File: config.mk
export PLATFORM = sky130hd
export DESIGN_NAME = tx_sched
export DESIGN_NICKNAME = d
export VERILOG_FILES = /design/src/rtl/tx_sched.sv
export SDC_FILE = /design/constraint.sdc
export NUM_CORES = 1
export LEC_CHECK = 0
export CAP_MARGIN = 30
export CORE_ASPECT_RATIO = 0.5
export CORE_UTILIZATION = 60
export CTS_BUF_LIST = sky130_fd_sc_hd__clkbuf_8
export CTS_CLUSTER_DIAMETER = 80
export DETAILED_ROUTE_END_ITERATION = 8
export DONT_BUFFER_PORTS = 1
export PLACE_DENSITY = 0.76
export SKIP_LAST_GASP = 1
export SLEW_MARGIN = 20
export SYNTH_ARGS = -nofsm -noshare
export SYNTH_HDL_FRONTEND = slang
export SYNTH_SLANG_ARGS = --single-unit
export TNS_END_PERCENT = 100
File: constraint.sdc
create_clock -name clk -period 8 [get_ports clk]
set_input_delay 0.8 -clock clk [delete_from_list [all_inputs] [get_ports clk]]
set_output_delay 0.8 -clock clk [all_outputs]
set_load 0.03 [all_outputs]
File: src/rtl/tx_sched.sv
// rtl/tx_sched.sv - CPU-to-UART byte FIFO with handshake and inter-byte gap scheduling
module tx_sched #(
  parameter int DEPTH      = 16,
  parameter int GAP_CYCLES = 2
) (
  input  logic                     clk,
  input  logic                     reset,
  input  logic                     cpu_wr,
  input  logic [7:0]               cpu_data,
  input  logic                     flush,
  input  logic                     tx_ready,
  output logic [7:0]               tx_data,
  output logic                     tx_valid,
  output logic                     cpu_stall,
  output logic [$clog2(DEPTH):0]   fifo_count,
  output logic                     overflow,
  output logic                     busy
);

  localparam int AW = $clog2(DEPTH);
  localparam int CW = AW + 1;
  localparam logic [CW-1:0] FULL     = CW'(DEPTH);
  // The gap counter counts down to zero inclusive, so it is loaded one short.
  localparam logic [7:0]    GAP_LOAD = (GAP_CYCLES == 0) ? 8'd0 : 8'(GAP_CYCLES - 1);

  typedef enum logic [1:0] {
    IDLE = 2'd0,
    SEND = 2'd1,
    GAP  = 2'd2
  } state_t;

  state_t          state_q, state_d;
  logic [AW-1:0]   wr_ptr_q, wr_ptr_d;
  logic [AW-1:0]   rd_ptr_q, rd_ptr_d;
  logic [CW-1:0]   count_q, count_d;
  logic [7:0]      gap_q, gap_d;
  logic [7:0]      tx_data_q, tx_data_d;
  logic            overflow_q, overflow_d;
  logic [7:0]      mem_q [DEPTH];
  logic            push;
  logic            pop;

  // Next-state logic: flush wins over everything, otherwise FIFO push/pop and the send FSM.
  always_comb begin
    state_d    = state_q;
    wr_ptr_d   = wr_ptr_q;
    rd_ptr_d   = rd_ptr_q;
    count_d    = count_q;
    gap_d      = gap_q;
    tx_data_d  = tx_data_q;
    overflow_d = overflow_q;
    push       = 1'b0;
    pop        = 1'b0;

    if (flush) begin
      state_d    = IDLE;
      wr_ptr_d   = '0;
      rd_ptr_d   = '0;
      count_d    = '0;
      gap_d      = 8'd0;
      overflow_d = 1'b0;
    end else begin
      // A write is only taken when the count before the edge leaves room,
      // even if a pop frees a slot on the same edge.
      push = cpu_wr && (count_q != FULL);
      if (cpu_wr && (count_q == FULL)) begin
        overflow_d = 1'b1;
      end

      case (state_q)
        IDLE: begin
          if (count_q != '0) begin
            pop       = 1'b1;
            tx_data_d = mem_q[rd_ptr_q];
            rd_ptr_d  = rd_ptr_q + AW'(1);
            state_d   = SEND;
          end
        end
        SEND: begin
          if (tx_ready) begin
            if (GAP_CYCLES == 0) begin
              state_d = IDLE;
            end else begin
              state_d = GAP;
              gap_d   = GAP_LOAD;
            end
          end
        end
        GAP: begin
          if (gap_q == 8'd0) begin
            state_d = IDLE;
          end else begin
            gap_d = gap_q - 8'd1;
          end
        end
        default: begin
          state_d = IDLE;
        end
      endcase

      if (push) begin
        wr_ptr_d = wr_ptr_q + AW'(1);
      end

      case ({push, pop})
        2'b10:   count_d = count_q + CW'(1);
        2'b01:   count_d = count_q - CW'(1);
        default: count_d = count_q;
      endcase
    end
  end

  // Control registers with synchronous active-low reset.
  always_ff @(posedge clk) begin
    if (!reset) begin
      state_q    <= IDLE;
      wr_ptr_q   <= '0;
      rd_ptr_q   <= '0;
      count_q    <= '0;
      gap_q      <= 8'd0;
      tx_data_q  <= 8'h00;
      overflow_q <= 1'b0;
    end else begin
      state_q    <= state_d;
      wr_ptr_q   <= wr_ptr_d;
      rd_ptr_q   <= rd_ptr_d;
      count_q    <= count_d;
      gap_q      <= gap_d;
      tx_data_q  <= tx_data_d;
      overflow_q <= overflow_d;
    end
  end

  // Byte storage; contents survive reset since the pointers make them unreachable.
  always_ff @(posedge clk) begin
    if (reset && push) begin
      mem_q[wr_ptr_q] <= cpu_data;
    end
  end

  assign tx_data    = tx_data_q;
  assign tx_valid   = (state_q == SEND);
  assign cpu_stall  = (count_q == FULL);
  assign fifo_count = count_q;
  assign overflow   = overflow_q;
  assign busy       = (state_q != IDLE) || (count_q != '0);

endmodule

# Yosys cells after proc, flatten, opt, wreduce, memory -nomap -nowiden
# Memories as Yosys holds them, arrays and structs flattened. A register that Yosys moved wholly into a read port is not among the register bits.
# Cells that the tools add are included.
# Widths: inputs -> output; s select.
[totals] register_bits=24 latch_bits=0 ramBits=128 rom_bits=0 out_inout_bits=17 n_memories=1
[classes] n_addsub=5 multipliers=0 n_div=0 magnitude_cmp=0 eq_ne=10 n_shift=0 mux=14 n_bitwise=2 n_reduce_logical=16
[memory_table] memory="mem_q" depth=16 width=8 rd=1 rd_clocked_by_memory_dff=1 write_ports=1 line="39" source="logic [7:0] mem_q [DEPTH];"
[op_table] op="$mux 8" n=2
[op_table] op="$pmux 8 s2" n=1
[op_table] op="$pmux 5 s2" n=1
[op_table] op="$reduce_and 3->1" n=3
[op_table] op="$add 4x1->4 const B" n=2
[op_table] op="$logic_not 8->1" n=1
[op_table] op="$ne 2x2->1 const B" n=4
[op_table] op="$sub 8x1->8 const B" n=1
[op_table] op="$mux 1" n=6
[op_table] op="$mux 2" n=3
[op_table] op="$pmux 2 s3" n=1
[op_table] op="$reduce_bool 2->1" n=3
[op_table] op="$add 5x1->5 const B" n=1
[op_table] op="$eq 5x5->1 const B" n=1
[op_table] op="$ne 5x5->1 const B" n=1
[op_table] op="$reduce_bool 5->1" n=1
[op_table] op="$sub 5x1->5 const B" n=1
[op_table] op="$eq 2x1->1 const B" n=2
[op_table] op="$eq 2x2->1 const B" n=2
[op_table] op="$logic_and 1x1->1" n=3
[op_table] op="$logic_not 2->1" n=1
[op_table] op="$not 1->1" n=2
[op_table] op="$reduce_and 2->1" n=1
[op_table] op="$reduce_or 2->1" n=1
[op_table] op="other kinds (2)" n=2

# Logic depth before layout (Yosys ltp)
[logic_depth] ltp_word=6 depth_mapped=14 mapped_depth_nobuf=10

# Worst setup path before layout
# No wires, ideal clock.
[synth_path] kind="register to register" startpoint="register count_q[1], in the netlist fifo_count[1]" endpoint="register count_q[4], in the netlist fifo_count[4]" setup_ns=0.124 arrival_ns=3.074 required_ns=7.876 slack_ns=4.802 stages_incl_launch_ff=15 period_less_slack_ns=3.198 path_cell_list="dfxtp_1 > buf_6 > or4_4 > buf_6 > o21a_1 > clkbuf_1 > inv_1 > ha_1 > clkbuf_1 > xor2_1 > ha_1 > or3b_2 > a21oi_1 > o21ai_0 > mux2i_1"
[synth_between] elab_chain_cells=6 elab_cells_between_ends=12
[synth_lines] item="start, declared" line="35" source="logic [CW-1:0] count_q, count_d;"
[synth_lines] item="start signal, assigned" line="127" source="count_q <= count_d;"
[synth_lines] item="$reduce_bool 5->1" line="72" source="if (count_q != '0) begin"
[synth_lines] item="$mux 1" line="72"
[synth_lines] item="$mux 1" line="70" source="case (state_q)"
[synth_lines] item="$mux 1" line="55" source="if (flush) begin"
[synth_lines] item="$eq 2x1->1 / $eq 2x2->1 (equally long branches)" line="105" source="case ({push, pop})"
[synth_lines] item="$pmux 5 s2 / $reduce_bool 2->1 (equally long branches)"
# Several ways; a longest one is shown, not always the timed one. The select of a mux whose other input is x is not followed.
# A chain may end at the register's enable or synchronous reset.

# Worst setup path after layout
# Same ends and word-level chain as after synthesis.

==> impl_metrics.py <==
metrics = {
    "status": {
        "run_status": "completed",
    },
    "run": {
        "timing.max_cap.violations": 0,
    },
    "clocking": {
        "ctsResizeCount": 0,
        "tritoncts_buffers": 17,
        "clock_tree.htree_level_count": 4,
        "postCtsSetupRepairBufs": 0,
        "worstSkewPairLatency_ns": 0.46,
        "ctsRootBufferMaster": "clkbuf_8",
        "clk_pin_slew_worst_paths_ns": 0.09,
        "cts_tree": "yes",
        "cts-hold-fix-buffers": 0,
        "clock_path_buffers": 2,
        "numClockSinks": 160,
    },
    "setup_path": {
        "critPathSlowestCell": "or4_4",
        "worstReg2RegStart": "fifo_count[1]",
        "worst_setup_path_startpoint": "fifo_count[1]",
        "arrival_ns": 3.55,
        "cp.buffers_inverters": 1,
        "path_max_fanout": 9,
        "critical_path.endpoint_type": "flip-flop",
        "path_cells": "or4_4 > o21a_1 > inv_1 > ha_1 > xor2_1 > ha_1 > or3b_2 > a21oi_1 > o21ai_0 > mux2i_1",
        "sort_of_element_at_the_start_of_the_critical_path": "flip-flop",
        "crit_path_max_incr_delay_ns": 0.66,
        "timing.critical_path.max_delay_family": "simple AND/OR/NAND/NOR gates",
        "crit_path_frequent_cell": "ha_1",
        "number_of_cells_traversed_by_the_worst_register_to_register_path": 10,
        "crit_type": "flip-flop to flip-flop",
        "regToRegSetupSlack_ns": 4.79,
        "worst-endpoint-required_ns": 8.34,
        "rr_endpoint": "fifo_count[4]",
    },
    "synthesis": {
        "post_synth_xor_area_fraction_pct": 1.196,
        "yosysTopAreaCell": "edfxtp_1",
        "postSynthCellCount": 397,
        "post_synth_fa_ha_maj_area_fraction_pct": 1.899,
        "syn-cell-area_mm2": 0.006589,
        "yosys.area.top_type_share_pct": 58.34,
        "synth.yosys.seq_area_share_pct": 68.06,
        "simple_gate_share_of_the_synthesized_area_pct": 6.627,
        "most_used_flip_flop_cell_after_synthesis": "edfxtp_1",
        "share_of_synthesized_area_spent_on_multiplexers_pct": 14.74,
        "netlist_top_cells_area": "edfxtp_1, mux4_2, dfxtp_1, mux2i_1, nor2_1",
        "yosys_warnings": 0,
        "synth-async-reset-ratio_pct": 0,
        "ys_seq_elements": 160,
        "synth_area_per_cell_um2": 16.60,
        "synth_compound_gate_area_share_pct": 5.146,
        "netlist-cell-type-count": 49,
        "main_combinational_cell_family_by_area_after_synthesis": "multiplexers",
        "postSynthNetCount": 420,
        "synth-edff-count": 128,
    },
    "sta": {
        "final-hold-violation-count": 0,
        "tightest_slew_ns": 0.9480,
        "finClkSkew_ns": 0.009944,
        "fin_crit_ns": 3.208,
        "rsz_0062_raised_after_global_routing": "no",
        "fin_tns_setup_ns": 0,
        "min_period_over_period_pct": 40.10,
        "max-slew-margin-rel_pct": 36.56,
        "hold_slack_ns": 0.4296,
        "slew_viol_final": 0,
        "timing.final.setup_violations": 0,
        "max_freq_mhz": 311.7,
    },
    "final_layout": {
        "seq_area_mm2": 0.004484,
        "syn_to_final_growth_pct": 7.387,
        "final_net_count": 423,
        "multiInputGateArea_mm2": 0.001956,
        "final.fill_count": 659,
        "drive_gt1_share_pct": 20.10,
        "final_core_utilization_pct": 67.76,
        "number_of_antenna_repair_diodes": 0,
        "stdcell_count": 553,
    },
    "placement": {
        "place_congestion": 0.8394,
        "dp_cells": 521,
        "place_hpwl_um": 7841,
        "port_buffers": 0,
    },
    "routing": {
        "route.final.wire_length_um": 12430,
        "route.detailed.wl_per_inst_um": 22.48,
        "drt-pass1-iter-count": 5,
        "drt_first_iter_violations": 404,
        "count_of_unresolved_drc_violations_after_routing": 0,
        "vias": 3548,
        "detail_routed_via_count_per_cell": 6.416,
        "drtAntennaViolNets": 0,
    },
    "floorplan": {
        "start_util_pct": 63.10,
        "num_io_pins": 30,
        "floorplan.die_area_mm2": 0.01143,
        "fp-row-count": 26,
        "die_x_um": 150.2,
        "fp.coreArea_mm2": 0.01044,
        "floorplan.die.height_um": 76.10,
    },
    "power": {
        "worst_ir_drop_vdd_mv": 0.1206,
        "share_seq_of_total_power_pct": 51.3,
        "power_per_cell_area_mw_per_mm2": 276.9,
        "swShare_pct": 30.28,
        "pwr-share-clk_pct": 29.6,
        "intPower_mw": 1.366,
        "netSwitchingPower_mw": 0.5932,
        "totalPowerFinal_mw": 1.959,
        "p_leak_nw": 2.284,
        "power_frac_comb_pct": 19.2,
    },
    "grt": {
        "initial_antenna_violation_count": 0,
        "pin_count_of_the_biggest_net_entering_global_routing": 33,
        "grt_overflow": 0,
        "grt_util_all_layers_pct": 23.70,
        "grt_pass1_wl_um": 19390,
        "grt_pass1_vias": 3504,
    },
    "hold_path": {
        "hold_path.class": "primary input to flip-flop",
        "hold-path-cell-count": 0,
        "timing.hold.worst.start": "cpu_data[0]",
        "worst_hold_path.endpoint": "mem_q[6][0]",
    },
}
-- sequential cells by signal, indices dropped and copies added, names as in the netlist --
register    count
fifo_count      5
gap_q           8
mem_q         128
overflow        1
rd_ptr_q        4
state_q         2
tx_data         8
wr_ptr_q        4
-- metal layers --
metal,track usage [%],vias up,wire (µm)
met5,0,-,0
met4,5.960,0,116
met3,7.725,15,983
met2,36.67,161,5926
met1,32.81,1811,5407
li1,-,1561,-
-- worst max-delay path by stage --
stage / endpoint / cells after the start
after floorplan: fifo_count[4] / 14
after global placement: fifo_count[4] / 10
after detailed placement: fifo_count[4] / 10
after CTS: fifo_count[4] / 10
after global routing: fifo_count[4] / 10
final: fifo_count[4] / 10
-- per-stage QoR --
stage | instance area [µm²] | setup slack, ns
floorplan | 6589 | 4.802
global placement | 6698 | 4.924
detailed placement | 6698 | 4.836
CTS | 7076 | 4.821
global route | 7076 | 4.618
finish | 7076 | 4.792
-- power groups by stage --
stage / clock network (mW) / logic, mW / registers, mW
floorplan: 0 / 0.335 / 1.01
finish: 0.579 / 0.375 / 1.00
detailed placement: 0 / 0.372 / 1.02
global placement: 0 / 0.360 / 1.02
global route: 0.616 / 0.406 / 1.01
CTS: 0.583 / 0.374 / 1.00
-- cell type report --
type / count / share of cell area [%]
timing repair buffer: 6 / 0.6366
clock buffer: 17 / 3.307
multi-input combinational: 205 / 27.64
tap: 140 / 2.476
clock inverter: 15 / 2.034
inverter: 10 / 0.5305
sequential: 160 / 63.38
-- placed cells by master (no fill, tap or decap), drive strengths merged, types with 3 or more instances in the layout --
| cell | instances |
|---|---|
| clkinv | 7 |
| nor2 | 37 |
| buf | 6 |
| o2111ai | 4 |
| dfxtp | 32 |
| inv | 15 |
| nand3 | 7 |
| a21oi | 8 |
| a221o | 8 |
| mux4 | 32 |
| ha | 10 |
| edfxtp | 128 |
| nor3 | 6 |
| o21ai | 7 |
| mux2i | 16 |
| o21a | 3 |
| or3 | 5 |
| nand2 | 10 |
| clkbuf | 17 |
| nand2b | 5 |
| xor2 | 8 |
| mux2 | 8 |
| o211ai | 4 |
-- Yosys cell counts, types with 2 or more instances --
cell and instances:
mux4_2 32, a2111oi_0 2, o2111ai_1 3, clkbuf_1 9
nand3b_1 2, and3_1 2, xor2_1 8, a221o_1 8
mux2_2 8, o21ai_0 5, nor2b_1 2, buf_1 4
nand2b_1 5, nor2_1 37, mux2i_1 16, a21oi_1 8
buf_6 2, nor3_1 5, o31ai_1 2, inv_1 10
nand2_1 10, a21o_1 2, or3_1 5, edfxtp_1 128
nand3_1 7, buf_2 3, buf_4 4, o211ai_1 4
dfxtp_1 32, ha_1 10, or3b_2 2, o21a_1 3
-- kinds of logic after synthesis --
logic type      Yosys count
compound gates           44
xor+xnor                  9
fa+ha+maj                10
buf+inv                  32
flops                   160
mux                      56
simple gates             86
Power figures use the tool's default switching activity.
